<file path="config.mk">
export PLATFORM = sky130hd
export DESIGN_NAME = instruction_fetch
export DESIGN_NICKNAME = d
export VERILOG_FILES = /design/src/rtl/instruction_fetch_pkg.sv /design/src/rtl/instruction_fetch_buffer.sv /design/src/rtl/instruction_fetch.sv
export SDC_FILE = /design/constraint.sdc
export NUM_CORES = 1
export LEC_CHECK = 0
export CELL_PAD_IN_SITES_DETAIL_PLACEMENT = 0
export CELL_PAD_IN_SITES_GLOBAL_PLACEMENT = 2
export CORE_UTILIZATION = 36
export CTS_CLUSTER_SIZE = 10
export DETAILED_ROUTE_END_ITERATION = 12
export MAX_ROUTING_LAYER = met4
export PLACE_DENSITY_LB_ADDON = 0.1
export SYNTH_ARGS = -nofsm -noshare
export SYNTH_HDL_FRONTEND = slang
export SYNTH_SLANG_ARGS = --single-unit
</file>
<file path="constraint.sdc">
create_clock -name clk -period 10.6 [get_ports clk]
set_input_delay 1.59 -clock clk [delete_from_list [all_inputs] [get_ports clk]]
set_output_delay 1.59 -clock clk [all_outputs]
set_load 0.01 [all_outputs]
</file>
<file path="src/rtl/instruction_fetch_pkg.sv">
// Shared types and constants for the instruction fetch stage.
package instruction_fetch_pkg;

  typedef enum logic [1:0] {
    FETCH_IDLE  = 2'd0,
    FETCH_RUN   = 2'd1,
    FETCH_FLUSH = 2'd2
  } fetch_state_t;

  typedef struct packed {
    logic [31:0] instr;
    logic [31:0] pc;
  } fetch_entry_t;

  localparam logic [31:0]  INSTR_NOP   = 32'h0000_0013;
  localparam logic [31:0]  WORD_BYTES  = 32'h0000_0004;
  localparam fetch_entry_t ENTRY_RESET = {INSTR_NOP, 32'h0000_0000};

  function automatic logic [31:0] word_align(input logic [31:0] addr);
    return {addr[31:2], 2'b00};
  endfunction

endpackage

</file>
<file path="src/rtl/instruction_fetch_buffer.sv">
// DEPTH-entry synchronous FIFO of {instr, pc}; clear overrides push and pop.
module fetch_buffer
  import instruction_fetch_pkg::*;
#(
  parameter int DEPTH = 2
) (
  input  logic                     clk,
  input  logic                     reset,
  input  logic                     push,
  input  logic                     pop,
  input  logic                     clear,
  input  fetch_entry_t             wr_entry,
  output fetch_entry_t             head,
  output logic [$clog2(DEPTH):0]   count
);

  localparam int AW = $clog2(DEPTH);
  localparam logic [AW-1:0] PTR_ZERO  = AW'(1'b0);
  localparam logic [AW-1:0] PTR_ONE   = AW'(1'b1);
  localparam logic [AW:0]   CNT_ZERO  = (AW+1)'(1'b0);
  localparam logic [AW:0]   CNT_ONE   = (AW+1)'(1'b1);
  localparam logic [AW:0]   CNT_DEPTH = (AW+1)'(DEPTH);

  fetch_entry_t  mem_r [DEPTH];
  logic [AW-1:0] wr_ptr_r;
  logic [AW-1:0] rd_ptr_r;
  logic [AW:0]   count_r;
  logic          push_s;
  logic          pop_s;

  // Qualify push/pop against fill level; a full buffer may still push when popping.
  always_comb begin
    push_s = push & ((count_r != CNT_DEPTH) | pop);
    pop_s  = pop & (count_r != CNT_ZERO);
  end

  // Pointer, count and storage update.
  always_ff @(posedge clk) begin
    if (reset) begin
      wr_ptr_r <= PTR_ZERO;
      rd_ptr_r <= PTR_ZERO;
      count_r  <= CNT_ZERO;
      for (int i = 0; i < DEPTH; i++) begin
        mem_r[i] <= ENTRY_RESET;
      end
    end else if (clear) begin
      wr_ptr_r <= PTR_ZERO;
      rd_ptr_r <= PTR_ZERO;
      count_r  <= CNT_ZERO;
    end else begin
      if (push_s) begin
        mem_r[wr_ptr_r] <= wr_entry;
        wr_ptr_r        <= wr_ptr_r + PTR_ONE;
      end
      if (pop_s) begin
        rd_ptr_r <= rd_ptr_r + PTR_ONE;
      end
      case ({push_s, pop_s})
        2'b10:   count_r <= count_r + CNT_ONE;
        2'b01:   count_r <= count_r - CNT_ONE;
        default: count_r <= count_r;
      endcase
    end
  end

  assign head  = mem_r[rd_ptr_r];
  assign count = count_r;

endmodule

</file>
<file path="src/rtl/instruction_fetch.sv">
// Fetch front end: owns the PC, issues credit-limited word fetches, buffers
// responses for decode and squashes stale in-flight responses after a redirect.
module instruction_fetch
  import instruction_fetch_pkg::*;
#(
  parameter logic [31:0] RESET_VECTOR = 32'h0000_0000,
  parameter int          DEPTH        = 2
) (
  input  logic        clk,
  input  logic        reset,
  input  logic        fetch_en,
  output logic        imem_req_valid,
  input  logic        imem_req_ready,
  output logic [31:0] imem_req_addr,
  input  logic        imem_rsp_valid,
  input  logic [31:0] imem_rsp_data,
  input  logic        redirect_valid,
  input  logic [31:0] redirect_pc,
  output logic        instr_valid,
  input  logic        instr_ready,
  output logic [31:0] instr,
  output logic [31:0] instr_pc,
  output logic        misalign_err
);

  localparam int CW = $clog2(DEPTH) + 1;
  localparam logic [CW-1:0] CNT_ZERO  = CW'(1'b0);
  localparam logic [CW-1:0] CNT_ONE   = CW'(1'b1);
  localparam logic [CW-1:0] CNT_DEPTH = CW'(DEPTH);

  fetch_state_t  state_r;
  logic [31:0]   pc_r;
  logic [31:0]   rsp_pc_r;
  logic [CW-1:0] outstanding_r;
  logic [CW-1:0] drop_cnt_r;
  logic          misalign_err_r;

  logic [CW-1:0] count_s;
  logic [CW:0]   inflight_s;
  logic [CW-1:0] rsp_dec_s;
  logic          req_valid_s;
  logic          req_fire_s;
  logic          rsp_take_s;
  logic          push_s;
  logic          pop_s;
  fetch_entry_t  wr_entry_s;
  fetch_entry_t  head_s;

  // Request credit and handshake qualification; a redirect suppresses push, pop and request.
  always_comb begin
    inflight_s  = {1'b0, outstanding_r} + {1'b0, count_s};
    req_valid_s = (state_r == FETCH_RUN) & fetch_en & ~redirect_valid &
                  (inflight_s < {1'b0, CNT_DEPTH});
    req_fire_s  = req_valid_s & imem_req_ready;
    rsp_take_s  = imem_rsp_valid & (outstanding_r != CNT_ZERO);
    push_s      = rsp_take_s & (drop_cnt_r == CNT_ZERO) & ~redirect_valid;
    pop_s       = (count_s != CNT_ZERO) & instr_ready & ~redirect_valid;
    rsp_dec_s   = rsp_take_s ? (outstanding_r - CNT_ONE) : outstanding_r;
    wr_entry_s  = '{instr: imem_rsp_data, pc: rsp_pc_r};
  end

  fetch_buffer #(.DEPTH(DEPTH)) u_buffer (
    .clk      (clk),
    .reset    (reset),
    .push     (push_s),
    .pop      (pop_s),
    .clear    (redirect_valid),
    .wr_entry (wr_entry_s),
    .head     (head_s),
    .count    (count_s)
  );

  // Fetch control FSM together with PC, credit and drop bookkeeping.
  always_ff @(posedge clk) begin
    if (reset) begin
      state_r        <= FETCH_IDLE;
      pc_r           <= word_align(RESET_VECTOR);
      rsp_pc_r       <= word_align(RESET_VECTOR);
      outstanding_r  <= CNT_ZERO;
      drop_cnt_r     <= CNT_ZERO;
      misalign_err_r <= 1'b0;
    end else if (redirect_valid) begin
      // Every response still owed by memory belongs to the old path.
      pc_r           <= word_align(redirect_pc);
      rsp_pc_r       <= word_align(redirect_pc);
      outstanding_r  <= rsp_dec_s;
      drop_cnt_r     <= rsp_dec_s;
      misalign_err_r <= (redirect_pc[1:0] != 2'b00);
      if (rsp_dec_s != CNT_ZERO) begin
        state_r <= FETCH_FLUSH;
      end else if ((state_r == FETCH_IDLE) && !fetch_en) begin
        state_r <= FETCH_IDLE;
      end else begin
        state_r <= FETCH_RUN;
      end
    end else begin
      misalign_err_r <= 1'b0;
      if (req_fire_s) begin
        pc_r <= pc_r + WORD_BYTES;
      end
      if (push_s) begin
        rsp_pc_r <= rsp_pc_r + WORD_BYTES;
      end
      if (rsp_take_s && (drop_cnt_r != CNT_ZERO)) begin
        drop_cnt_r <= drop_cnt_r - CNT_ONE;
      end
      case ({req_fire_s, rsp_take_s})
        2'b10:   outstanding_r <= outstanding_r + CNT_ONE;
        2'b01:   outstanding_r <= outstanding_r - CNT_ONE;
        default: outstanding_r <= outstanding_r;
      endcase
      case (state_r)
        FETCH_IDLE:  if (fetch_en) state_r <= FETCH_RUN;
        FETCH_RUN:   state_r <= FETCH_RUN;
        FETCH_FLUSH: if ((drop_cnt_r == CNT_ZERO) ||
                         (rsp_take_s && (drop_cnt_r == CNT_ONE))) state_r <= FETCH_RUN;
        default:     state_r <= FETCH_IDLE;
      endcase
    end
  end

  // Decode-facing outputs: head of buffer, or NOP/0 when nothing is buffered.
  always_comb begin
    instr_valid = (count_s != CNT_ZERO);
    if (instr_valid) begin
      instr    = head_s.instr;
      instr_pc = head_s.pc;
    end else begin
      instr    = INSTR_NOP;
      instr_pc = 32'h0000_0000;
    end
  end

  assign imem_req_valid = req_valid_s;
  assign imem_req_addr  = pc_r;
  assign misalign_err   = misalign_err_r;

endmodule
</file>
==> After elaboration in Yosys (flattened, before gate mapping) <==
Memories as Yosys holds them, arrays and structs flattened. A register that Yosys moved wholly into a read port is not among the register bits.
Index checks and enable logic that the tools add are counted.
{ "totals": {"mem_bits_rw": 128, "wordCells": 96, "regBits": 75, "inputBits": 71, "mem_count": 1} }
{ "classes": {"n_addsub": 10, "n_reduce_logical": 21, "n_bitwise": 13, "n_eq_ne": 10, "order_cmp": 1, "n_mux": 29} }
{ "mem_list": {"columns": ["memory", "depth", "word_bits", "read_ports", "rd_ports_with_merged_regs", "wr", "line", "text"], "rows": [
  ["u_buffer.mem_r", 2, 64, 1, 1, 2, "instruction_fetch_buffer.sv:24", "fetch_entry_t mem_r [DEPTH];"]
]} }
{ "ops": {"columns": ["cell", "n"], "rows": [
  ["2-to-1 mux 32 bit", 6],
  ["adder 32 x 3 -> 32 bit, second input constant", 2],
  ["2-to-1 mux 64 bit", 1],
  ["OR reduction 64 bit", 1],
  ["nonzero test 2 bit", 9],
  ["2-to-1 mux 2 bit", 8],
  ["bitwise AND 1 bit", 11],
  ["2-to-1 mux 1 bit", 11],
  ["== test 2 x 1 -> 1 bit, second input constant", 4],
  ["case mux 2 bit (2 select lines)", 2],
  ["== test 2 bit, second input constant", 3],
  ["inequality test 3 bit, second input constant", 2],
  ["case mux 2 bit (3 select lines)", 1],
  ["subtractor 2 x 1 -> 2 bit, second input constant", 3],
  ["adder 2 x 1 -> 2 bit, second input constant", 2],
  ["logical NOT 2 bit", 2],
  ["OR reduction 2 bit", 2],
  ["adder 2 x 2 -> 3 bit", 1],
  ["logical AND 1 bit", 3],
  ["less-than comparator 3 x 2 -> 1 bit, second input constant", 1],
  ["nonzero test 3 bit", 1],
  ["adder 1 bit, second input constant", 2],
  ["inequality test 2 bit, second input constant", 1],
  ["AND reduction 2 bit", 1],
  ["other kinds (4)", 4]
]} }

==> Depth between registers and ports, before layout <==
Gate-level depths: netlist of the first run.
{ "depth": {"depth_word": 11, "ltp_mapped": 9} }

==> Cells and area by module <==
A second synthesis of the first run with hierarchy kept.
{ "unflattened": {"cells_unflattened": 940, "area_unflattened_um2": 10244.8} }
{ "by_module_without_submodules": {"columns": ["mod", "n_inst", "cells_per_inst", "area_each_um2"], "rows": [
  ["fetch_buffer", 1, 368, 5794.3],
  ["instruction_fetch", 1, 572, 4450.5]
]} }

==> Worst setup path before layout of the first run <==
Ideal clock, no wire load.
{ "synth_path": {"path_kind": "input to register", "startpoint": "input port imem_rsp_valid", "endpoint": "memory u_buffer.mem_r[0][10] (netlist name), enable pin", "path_slack_ns": 3.441, "setup_ns": 0.568, "stages": 4, "arrival_ns": 6.591, "path_cell_list": "nand3b_4 -> or3_1 -> clkbuf_1 -> o21ai_0"} }
{ "synth_lines": {"columns": ["item", "line", "text"], "rows": [
  ["start, declared", "instruction_fetch.sv:15", "input logic imem_rsp_valid,"],
  ["end, declared", "instruction_fetch_buffer.sv:24", null]
]} }

==> Worst setup path in the final report of the first run <==
{ "layout_path": {"startpoint": "input port redirect_valid", "endpoint": "output port imem_req_valid"} }
{ "layout_between": {"elab_chain_len": 3} }
{ "layout_rtl": {"columns": ["item", "line", "text"], "rows": [
  ["start, declared", "instruction_fetch.sv:17", "input logic redirect_valid,"],
  ["NOT 1 bit", "instruction_fetch.sv:52", "req_valid_s = (state_r == FETCH_RUN) & fetch_en & ~redirect_valid &"],
  ["bitwise AND 1 bit (2 in a row)", "instruction_fetch.sv:52", null],
  ["end, declared", "instruction_fetch.sv:12", "output logic imem_req_valid,"]
]} }
Every way passes these cells.

==> metrics.md, run 1 <==
| Metric | Value |
|---|---|
| Setup violations, final | `0` |
| Standard-cell row count | `59` |
| YS warnings | `0` |
| Tot GR Track Use | `18.4%` |
| Core area | `26,100 um^2` |
| Compound-Gate Fraction of Synth Area | `8.17%` |
| Critical path arrival | `3.39 ns` |
| Post-cts resize count | `0` |
| Multi-input gate area | `4140 um^2` |
| Total wire length | `23,400 um` |
| Final setup skew | `0.0158 ns` |
| Diode count | `0` |
| Die height | `165 um` |
| GP Congestion | `0.790` |
| Routed WL per cell | `16.8 um` |
| Worst Tran Pin Value | `1.15 ns` |
| Post-Synth XOR/XNOR Area | `3.66%` |
| Antenna violations before repair | `0` |
| Startpoint Class | `input pin` |
| Fmax | `201 MHz` |
| Synthesized-area fraction occupied by adder cells | `1.10%` |
| Via Count | `6,892` |
| Status | `finished clean` |
| Most used cell along the critical path | `clkdlybuf4s50_1` |
| Clock transition at path regs | `0.07 ns` |
| Post-CTS Setup Bufs | `0` |
| Setup tns final | `0 ns` |
| Peak VDD IR | `0.0000814 V` |
| Crit-path max FO | `38` |
| CTS tree | `built` |
| Vias in the first global route | `6,768` |
| Clock latency on the worst-skew pair | `0.44 ns` |
| CP endpoint kind | `output pin` |
| Number of synthesized flops with an enable pin | `124` |
| Number of synthesized register bits | `196` |
| Layout fillers | `2,475` |
| DRC viols | `0` |
| Input/output buffers | `165` |
| Top_reg_cell synth | `edfxtp_1` |
| Mux contribution to synthesized area | `6.83%` |
| Yosys cell types | `63` |
| Sequential fraction of the synthesis area | `54.0%` |
| Final Max Tran Viols | `0` |
| Detailed Route Iter0 Violations | `358` |
| Share of layout cells above drive strength 1 | `6.34%` |
| Initial core utilization | `36.7%` |
| Pin count of the biggest net entering global routing | `71` |
| Minimum clock period | `4.98 ns` |
| Part of the cycle the worst path needs | `46.9%` |
| Largest family of logic cells by synthesized area | `simple AND/OR/NAND/NOR gates` |
| Mapped Area | `9560 um^2` |
| CP max stage delay | `0.56 ns` |
| Clock buffer count from CTS | `17` |
| Syn_area_per_cell | `10.6 um^2` |
| Root Driver | `clkbuf_16` |
| Hold_ws | `0.517 ns` |
| Relative slew slack | `22.9%` |
| Worst Hold Class | `reg -> reg` |
| Setup Slack @ Placement | `5.61 ns` |
| Area growth from synthesis to layout | `26.7%` |
| Post-CTS Hold Fix Bufs | `0` |
| Antenna Violating Nets Remaining | `0` |
| # IOs | `170` |
| Pwr/cell area | `148 nW/um^2` |
| Die Wd | `165 um` |
| Routed vias/inst | `4.95` |
| CP Class | `in -> out` |
| Fin nets | `1,122` |
| RSZ-0062 raised after global routing | `no` |
| Max_cap viols | `0` |
| Slowest CP cell | `clkdlybuf4s50_1` |
| First-pass GRT wire length | `37,300 um` |
| Die area | `27,200 um^2` |
| Detailed Place HPWL | `15,000 um` |
| Req. time, crit path | `9.01 ns` |
| Setup ws final | `5.62 ns` |
| Deepest level of the CTS H-tree | `4` |
| CP cell instances | `clkdlybuf4s50_1 -> buf_4 -> and4bb_1 -> nor3b_1 -> clkdlybuf4s50_1` |
| Synthesized netlist cell count | `905` |
| GR Overflow Total | `0` |
| First drt pass iteration count | `6` |
| Static Leak | `4.07 nW` |
| Register area | `5170 um^2` |
| Synth Area in Simple Gates | `22.8%` |
| Synth async-reset ratio | `0%` |
| # clock sinks | `196` |
| Clock Path Buffers | `2` |
| Fin. Hold Viols | `0` |
==> cell families after synthesis <==
| logic type | after synthesis |
|---|---|
| compound gates | 120 |
| simple gates | 400 |
| flops | 196 |
| other cells | 1 |
| xor+xnor | 40 |
| buf+inv | 75 |
| mux | 65 |
| fa+ha+maj | 8 |
==> cell usage after synthesis (all sizes together) (2+ instances only) <==
master / number / area share (%)
and2: 125 / 8.2
edfxtp: 124 / 39
nor2: 106 / 4.2
dfxtp: 72 / 15
mux2i: 63 / 6.6
nand2: 52 / 2.1
clkbuf: 37 / 1.5
a21oi: 34 / 1.8
nand3: 33 / 1.8
xor2: 28 / 2.6
nand4: 25 / 1.9
o21ai: 22 / 1.2
buf: 21 / 1.2
a211oi: 18 / 1.7
a31oi: 15 / 0.98
inv: 15 / 0.59
nor3: 12 / 0.75
xnor2: 12 / 1.1
nor4: 9 / 1.0
and3: 8 / 0.54
ha: 6 / 0.79
nand2b: 6 / 0.39
o311ai: 6 / 0.55
or3: 6 / 0.39
nor3b: 5 / 0.39
o211ai: 5 / 0.39
o22ai: 5 / 0.33
a2bb2oi: 3 / 0.27
and4: 3 / 0.27
nand3b: 3 / 0.37
nand4b: 3 / 0.27
o21a: 3 / 0.24
o31a: 3 / 0.27
clkinv: 2 / 0.079
mux2: 2 / 0.24
nor2b: 2 / 0.13
==> layout make-up <==
| class | instances | area share, % |
|---|---|---|
| Inverter | 17 | 0.527 |
| Timing Repair Buffer | 175 | 14.2 |
| Sequential cell | 196 | 42.7 |
| Clock inverter | 15 | 1.48 |
| Tap cell | 335 | 3.46 |
| Multi-Input combinational cell | 637 | 34.1 |
| Clock buffer | 17 | 3.51 |
==> per-stage QoR <==
step | total power (W) | utilization (%) | instances | cell area [um^2]
2_1_floorplan | 0.00106 | - | 908 | 9570
3_3_place_gp | 0.00115 | 44.2 | 1360 | 11500
3_5_place_dp | 0.00116 | 44.2 | 1360 | 11500
4_1_cts | 0.00182 | 46.5 | 1392 | 12100
5_1_grt | 0.00188 | 46.5 | 1392 | 12100
6_report | 0.00180 | 46.5 | 1392 | 12100
==> sequential cells by signal, indices dropped and copies added (netlist names), named ones only <==
signal and count:
u_buffer.wr_ptr_r 1, misalign_err 1, outstanding_r 2, u_buffer.count 2, u_buffer.mem_r 124, u_buffer.rd_ptr_r 1, drop_cnt_r 2, imem_req_addr 30
state_r 2, rsp_pc_r 30
==> metal layers <==
| layer | vias to the layer above | share of wire (%) | routed length, um | track usage (%) |
|---|---|---|---|---|
| li1 | 3497 | - | - | - |
| met1 | 3212 | 49 | 11400 | 25.4 |
| met4 | 0 | 1.1 | 264 | 5.42 |
| met2 | 167 | 46 | 10700 | 28.0 |
| met5 | - | 0 | 0 | - |
| met3 | 16 | 4.3 | 997 | 2.64 |
==> worst max-delay path, delay by kind of cell <==
family	cells	cell delay (ns)
buffers and inverters	3	1.21
and+or+nand+nor	2	0.57
==> final timing paths <==
check	depth (start not counted)	endpoint	start	slack (ns)
min	2	u_buffer.rd_ptr_r$_SDFFE_PP0P_	u_buffer.rd_ptr_r$_SDFFE_PP0P_	0.52
max reg2reg	6	outstanding_r[1]$_SDFFE_PP0P_	u_buffer.count[0]$_SDFFE_PP0P_	7.60
min reg2reg	2	u_buffer.rd_ptr_r$_SDFFE_PP0P_	u_buffer.rd_ptr_r$_SDFFE_PP0P_	0.52
max	5	imem_req_valid	redirect_valid	5.62
==> power by group <==
part	leakage, nW	internal, W	switching (W)	total [W]
Combinational	1.91	0.000106	0.000123	0.000229
Clock	0.294	0.000340	0.000322	0.000662
Sequential	1.86	0.000868	0.0000386	0.000907
Total	4.07	0.00131	0.000484	0.00180
==> cells in the final DEF (no fill, tap or decap), types with 4 or more instances in the layout <==
cell / Yosys / final
mux2i_1: 63 / 63
nor3_1: 11 / 11
a21oi_1: 34 / 34
nor2_1: 106 / 105
ha_1: 6 / 6
a31oi_1: 15 / 15
xor2_1: 28 / 28
dfxtp_1: 72 / 71
o211ai_1: 5 / 5
or3_1: 6 / 6
clkbuf_16: 0 / 17
nand4_1: 23 / 23
nor3b_1: 5 / 5
edfxtp_1: 124 / 124
buf_4: 4 / 10
a211oi_2: 5 / 5
nand2b_1: 6 / 6
conb_1: 1 / 4
o22ai_1: 5 / 5
nor4_1: 4 / 4
nand2_1: 51 / 51
o21ai_0: 19 / 17
clkdlybuf4s50_1: 0 / 164
xnor2_1: 12 / 12
inv_1: 15 / 15
inv_8: 0 / 5
and3_1: 7 / 7
a211oi_1: 13 / 13
and2_1: 124 / 124
nand3_1: 31 / 31
(Power assumes the default switching activity.)
==> run 2: changes to the inputs <==
CORE_UTILIZATION = 34   (was 36)
clock period = 4.78 ns   (was 10.6 ns; I/O delays follow)
==> run 2 against run 1 <==
Clock skew up 0.0057 ns. Critical path depth down 1. Combinational power up 120%. Die area up 5.8%. Worst setup slack worse by 4.2 ns. Clock power up 110%.
==> metrics.md, run 2 (same netlist as run 1, synthesis figures left out) <==
| Metric | Value |
|---|---|
| Status | `finished clean (unchanged)` |
| DRC viols | `0 (unchanged)` |
| Minimum clock period | `3.32 ns` |
| Post-cts resize count | `0 (unchanged)` |
| GR Overflow Total | `0 (unchanged)` |
| Max_cap viols | `0 (unchanged)` |
| First-pass GRT wire length | `37,900 um (was 37,300 um)` |
| Tot GR Track Use | `17.7% (was 18.4%)` |
| Clock Path Buffers | `2 (unchanged)` |
| Peak VDD IR | `0.000188 V (was 0.0000814 V)` |
| Crit-path max FO | `46 (was 38)` |
| RSZ-0062 raised after global routing | `no (unchanged)` |
| Clock transition at path regs | `0.08 ns (was 0.07 ns)` |
| Antenna violations before repair | `0 (unchanged)` |
| Antenna Violating Nets Remaining | `0 (unchanged)` |
| Setup violations, final | `0 (unchanged)` |
| Diode count | `0 (unchanged)` |
| Setup ws final | `1.46 ns (was 5.62 ns)` |
| Critical path arrival | `2.61 ns (was 3.39 ns)` |
| P_sw | `0.00108 W (was 0.000484 W)` |
| Final setup skew | `0.0215 ns (was 0.0158 ns)` |
| Largest register by flop count | `u_buffer.mem_r (unchanged)` |
| Detailed Route Iter0 Violations | `420 (was 358)` |
| Part of the cycle the worst path needs | `69.5%` |
| Pin count of the biggest net entering global routing | `71 (unchanged)` |
| Root Driver | `clkbuf_16 (unchanged)` |
| Post-CTS Hold Fix Bufs | `0 (unchanged)` |
| Die Wd | `170 um (was 165 um)` |
| Depth of the most critical reg-to-reg path | `6 (unchanged)` |
| Fin nets | `1,122 (unchanged)` |
| # IOs | `170 (unchanged)` |
| Die area | `28,800 um^2 (was 27,200 um^2)` |
| Hold depth | `2 (unchanged)` |
| Vias in the first global route | `6,619 (was 6,768)` |
| Flop2flop setup slack | `1.76 ns (was 7.60 ns)` |
| Deepest level of the CTS H-tree | `4 (unchanged)` |
| Worst Hold Class | `reg -> reg (unchanged)` |
| Relative slew slack | `24.8% (was 22.9%)` |
| CP endpoint kind | `output pin (unchanged)` |
| Hold_ws | `0.513 ns (was 0.517 ns)` |
| Routed WL per cell | `16.7 um (was 16.8 um)` |
| Clock buffer count from CTS | `17 (unchanged)` |
| Die height | `170 um (was 165 um)` |
| CP Class | `reg -> out (was in -> out)` |
| Standard-cell row count | `61 (was 59)` |
| Fin. Hold Viols | `0 (unchanged)` |
| Core area | `27,700 um^2 (was 26,100 um^2)` |
| Reg2Reg Capture Point | `outstanding_r[1]$_SDFFE_PP0P_ (unchanged)` |
| # clock sinks | `196 (unchanged)` |
| Pwr/cell area | `324 nW/um^2 (was 148 nW/um^2)` |
| CTS tree | `built (unchanged)` |
| Via Count | `6,918 (was 6,892)` |
| Most frequent cells in the layout | `clkdlybuf4s50_1, and2_1, edfxtp_1 (unchanged)` |
| Combinational share of power | `13.0% (was 12.7%)` |
| First drt pass iteration count | `4 (was 6)` |
| GP Congestion | `0.783 (was 0.790)` |
| Hold path startpoint | `u_buffer.rd_ptr_r$_SDFFE_PP0P_ (unchanged)` |
| Startpoint Class | `register (was input pin)` |
| Share of layout cells above drive strength 1 | `6.24% (was 6.34%)` |
| Worst Tran Pin Value | `1.12 ns (was 1.15 ns)` |
| Static Leak | `4.05 nW (was 4.07 nW)` |
| Most common cell after layout, fill and taps aside | `clkdlybuf4s50_1 (unchanged)` |
| Clock Power Share | `35.8% (was 36.8%)` |
| Area growth from synthesis to layout | `27.0% (was 26.7%)` |
| Flop pwr share | `51.2% (was 50.5%)` |
| Routed vias/inst | `4.82 (was 4.95)` |
| Detailed Place HPWL | `15,700 um (was 15,000 um)` |
| Max reg flops | `124 (unchanged)` |
| Internal | `0.00286 W (was 0.00131 W)` |
| Net Sw Frac | `27.3% (was 26.9%)` |
| Req. time, crit path | `4.06 ns (was 9.01 ns)` |
| Initial core utilization | `34.5% (was 36.7%)` |
| Post-CTS Setup Bufs | `0 (unchanged)` |
| Total wire length | `24,000 um (was 23,400 um)` |
| Clock latency on the worst-skew pair | `0.44 ns (about the same)` |
| Final Max Tran Viols | `0 (unchanged)` |
| Overall Power | `0.00393 W (was 0.00180 W)` |
| Setup Slack @ Placement | `1.50 ns (was 5.61 ns)` |
| Reg-to-reg startpoint | `u_buffer.count[0]$_SDFFE_PP0P_ (unchanged)` |
| Input/output buffers | `165 (unchanged)` |
| Fmax | `301 MHz` |
==> run 2: changes by cell type in the layout (fill, tap and decap cells not counted) <==
cell / delta
inv_6: +3
inv_8: -3
bufinv_16: -1
clkinv_1: +1
clkinv_4: -1
clkinv_8: +1
==> run 2: power groups by stage <==
stage	combinational (W)	sequential [W]	clock [W]
finish	0.000512	0.00201	0.00141
global route	0.000573	0.00203	0.00152
CTS	0.000522	0.00201	0.00145
detailed placement	0.000518	0.00205	0
global placement	0.000517	0.00205	0
floorplan	0.000304	0.00204	0
==> run 2: metal layers <==
metal | GRT usage, % | wire [um]
met1 | 25.5 | 12300
met2 | 25.2 | 10400
met3 | 3.22 | 989
met4 | 4.74 | 290
met5 | - | 0
==> run 2: final cells by class <==
cell class | count | area, um^2
Fill cell | 2677 | 15600
Sequential cell | 196 | 5170
Multi-Input combinational cell | 637 | 4140
Timing Repair Buffer | 175 | 1720
Tap cell | 378 | 473
Clock buffer | 17 | 425
Clock inverter | 15 | 153
Inverter | 17 | 63.8
==> run 2: how the worst max path moves through the flow <==
stage,from,endpoint,slack [ns],depth (start not counted)
after floorplan,outstanding_r[1]$_SDFFE_PP0P_,u_buffer.mem_r[0][10]$_SDFFCE_PN0P_,-1.52,6
final,register,instr[10],1.46,4
after global placement,imem_rsp_valid,u_buffer.mem_r[1][37]$_SDFFCE_PN0P_,1.53,5
after CTS,register,instr[10],1.39,4
after detailed placement,imem_rsp_valid,u_buffer.mem_r[1][37]$_SDFFCE_PN0P_,1.50,5
after global routing,register,instr[13],1.28,4
==> run 2: critical path: stages, from the launching register on <==
cell and delay (ns):
dfxtp_4 0.89, buf_4 0.44, mux2i_1 0.28, nor2_1 0.06
clkdlybuf4s50_1 0.48
==> run 2: stage by stage <==
stage | cell area (um^2) | TNS [ns] | std cells | utilization [%]
after floorplan | 9570 | -188.35 | 908 | -
after global placement | 11600 | 0 | 1403 | 41.7
after detailed placement | 11600 | 0 | 1403 | 41.7
after CTS | 12100 | 0 | 1435 | 43.8
after global routing | 12100 | 0 | 1435 | 43.8
final | 12100 | 0 | 1435 | 43.8
==> run 3: changes to the inputs <==
clock period = 3.18 ns   (was 4.78 ns; I/O delays follow)
==> run 3 against run 2 <==
Global-route usage about the same. Critical path depth did not move. Highest routed layer unchanged. Combinational power rose by 55%. Core utilization increased by 0.63 points. Die area did not move. Worst setup slack got worse by 1.1 ns. Critical endpoint is now imem_req_valid. Sequential share of layout area fell by 0.61 points. Clock-buffer cell count stayed put. Cell area up 1.4%. Routed wire length about the same. Flip-flop and latch count did not move.
==> metrics.md, run 3 (same netlist as run 1, synthesis figures left out) <==
| Metric | Value |
|---|---|
| Status | `finished clean (unchanged)` |
| Crit-path max FO | `5 (was 46)` |
| Part of the cycle the worst path needs | `87.8%` |
| Critical path arrival | `2.32 ns (was 2.61 ns)` |
| Final setup skew | `0.0211 ns (was 0.0215 ns)` |
| CP Class | `reg -> out (unchanged)` |
| Die height | `170 um (unchanged)` |
| Die Wd | `170 um (unchanged)` |
| Deepest level of the CTS H-tree | `4 (unchanged)` |
| Share of layout cells above drive strength 1 | `7.30% (was 6.24%)` |
| Total wire length | `24,000 um (about the same)` |
| Antenna Violating Nets Remaining | `0 (unchanged)` |
| Hold path startpoint | `u_buffer.rd_ptr_r$_SDFFE_PP0P_ (unchanged)` |
| Vias in the first global route | `6,810 (was 6,619)` |
| Hold Path Sink | `u_buffer.rd_ptr_r$_SDFFE_PP0P_` |
| Hold depth | `2 (unchanged)` |
| Tot GR Track Use | `17.7% (about the same)` |
| Reg2Reg Capture Point | `imem_req_addr[8]$_SDFFE_PP0P_ (was outstanding_r[1]$_SDFFE_PP0P_)` |
| Pin count of the biggest net entering global routing | `71 (unchanged)` |
| Detailed Place HPWL | `16,000 um (was 15,700 um)` |
| Root Driver | `clkbuf_16 (unchanged)` |
| Final Max Tran Viols | `0 (unchanged)` |
| # clock sinks | `196 (unchanged)` |
| Standard-cell row count | `61 (unchanged)` |
| First-pass GRT wire length | `38,100 um (was 37,900 um)` |
| Minimum clock period | `2.79 ns` |
| Pwr/cell area | `489 nW/um^2 (was 324 nW/um^2)` |
| Routed WL per cell | `16.6 um (was 16.7 um)` |
| Input/output buffers | `165 (unchanged)` |
| # IOs | `170 (unchanged)` |
| Detailed Route Iter0 Violations | `408 (was 420)` |
| Die area | `28,800 um^2 (unchanged)` |
| Area growth from synthesis to layout | `28.8% (was 27.0%)` |
| Max_cap viols | `0 (unchanged)` |
| CTS tree | `built (unchanged)` |
| Slowest CP cell | `clkdlybuf4s50_1 (was dfxtp_4)` |
| Largest register by flop count | `u_buffer.mem_r (unchanged)` |
| GR Overflow Total | `0 (unchanged)` |
| Antenna violations before repair | `0 (unchanged)` |
| CP cell instances | `and2_1 -> fa_1 -> nor3b_1 -> clkdlybuf4s50_1 (was buf_4 -> mux2i_1 -> nor2_1 -> clkdlybuf4s50_1)` |
| First drt pass iteration count | `5 (was 4)` |
| Post-CTS Setup Bufs | `0 (unchanged)` |
| Clock Path Buffers | `2 (unchanged)` |
| Reg-to-reg startpoint | `u_buffer.count[0]$_SDFFE_PP0P_ (unchanged)` |
| GP Congestion | `0.785 (was 0.783)` |
| Startpoint Class | `register (unchanged)` |
| Worst Path Buf+Inv | `1 (was 2)` |
| Most common cell after layout, fill and taps aside | `clkdlybuf4s50_1 (unchanged)` |
| Hold_ws | `0.512 ns (was 0.513 ns)` |
| Top Family by Delay on Critical Path | `buffers and inverters (unchanged)` |
| Initial core utilization | `34.5% (unchanged)` |
| Relative slew slack | `48.9% (was 24.8%)` |
| Fmax | `358 MHz` |
| Worst Tran Pin Value | `0.765 ns (was 1.12 ns)` |
| Max reg flops | `124 (unchanged)` |
| Diode count | `0 (unchanged)` |
| Via Count | `6,944 (was 6,918)` |
| Static Leak | `4.14 nW (was 4.05 nW)` |
| Layout fillers | `2,699 (was 2,677)` |
| Core area | `27,700 um^2 (unchanged)` |
| Worst Hold Class | `reg -> reg (unchanged)` |
| Routed vias/inst | `4.80 (was 4.82)` |
| CP max stage delay | `0.56 ns (was 0.89 ns)` |
| CP endpoint kind | `output pin (unchanged)` |
| Setup tns final | `0 ns (unchanged)` |
| Fin. Hold Viols | `0 (unchanged)` |
| Most frequent cells in the layout | `clkdlybuf4s50_1, and2_1, edfxtp_1 (unchanged)` |
| Post-layout util | `44.5% (was 43.8%)` |
| DRC viols | `0 (unchanged)` |
| Setup violations, final | `0 (unchanged)` |
| Clock buffer count from CTS | `17 (unchanged)` |
| Peak VDD IR | `0.000278 V (was 0.000188 V)` |
| Fin nets | `1,133 (was 1,122)` |
| Clock transition at path regs | `0.09 ns (was 0.08 ns)` |
| Post-CTS Hold Fix Bufs | `0 (unchanged)` |
| Post-cts resize count | `0 (unchanged)` |
| RSZ-0062 raised after global routing | `no (unchanged)` |
| Depth of the most critical reg-to-reg path | `8 (was 6)` |
| Flop2flop setup slack | `0.55 ns (was 1.76 ns)` |
| Req. time, crit path | `2.70 ns (was 4.06 ns)` |
| Clock latency on the worst-skew pair | `0.44 ns (about the same)` |
-- run 3: changes by cell type in the layout (fill, tap and decap cells not counted) --
cell / previous run / this run
buf_4: 10 / 16
buf_12: 0 / 5
inv_6: 6 / 4
bufinv_16: 0 / 1
clkinv_1: 2 / 1
clkinv_2: 0 / 1
inv_12: 0 / 1
-- run 3: metal layers --
metal  wire, um  track usage [%]  vias to the layer above
li1           -                -                     3515
met5          0                -                        -
met3       1040             3.03                       18
met4        359             4.78                        0
met1      12100             25.2                     3250
met2      10400             25.8                      161
-- run 3: worst max path at each step --
stage	start	endpoint	slack, ns	cells past startpoint
detailed placement	instr_ready	u_buffer.count[1]$_SDFFE_PP0P_	0.41	6
floorplan	outstanding_r[1]$_SDFFE_PP0P_	u_buffer.mem_r[0][10]$_SDFFCE_PN0P_	-0.27	6
global placement	instr_ready	u_buffer.count[1]$_SDFFE_PP0P_	0.43	6
global route	u_buffer.count[0]$_SDFFE_PP0P_	imem_req_valid	0.26	4
CTS	u_buffer.count[0]$_SDFFE_PP0P_	imem_req_valid	0.35	4
finish	u_buffer.count[0]$_SDFFE_PP0P_	imem_req_valid	0.39	4
-- run 3: power by group --
part	internal (W)	switching, W
logic	0.000369	0.000423
clock network	0.00113	0.00108
registers	0.00289	0.000127
-- run 3: final cells by class --
class / count / area, um^2 / share of cell area (%)
clock buffer: 17 / 425 / 3.45
multi-input combinational: 637 / 4140 / 33.6
clock inverter: 15 / 183 / 1.48
timing repair buffer: 186 / 1870 / 15.2
sequential: 196 / 5170 / 42.0
tap: 378 / 473 / 3.84
inverter: 17 / 63.8 / 0.518
-- run 3: worst register-to-register path, cell delays in order (launching register included) --
cell     delay [ns]
dfxtp_1        0.49
and2_1         0.19
fa_1           0.43
nor3b_1        0.37
and2_1         0.28
buf_4          0.24
nand3_1        0.10
mux2_1         0.32
a21oi_1        0.13
-- run 3: stage by stage --
stage	cells	worst slack [ns]	total power (W)	instance area, um^2
finish	1446	0.388	0.00603	12300
global route	1446	0.265	0.00629	12300
CTS	1446	0.345	0.00609	12300
detailed placement	1414	0.408	0.00388	11700
floorplan	908	-0.271	0.00352	9580
global placement	1414	0.431	0.00388	11700
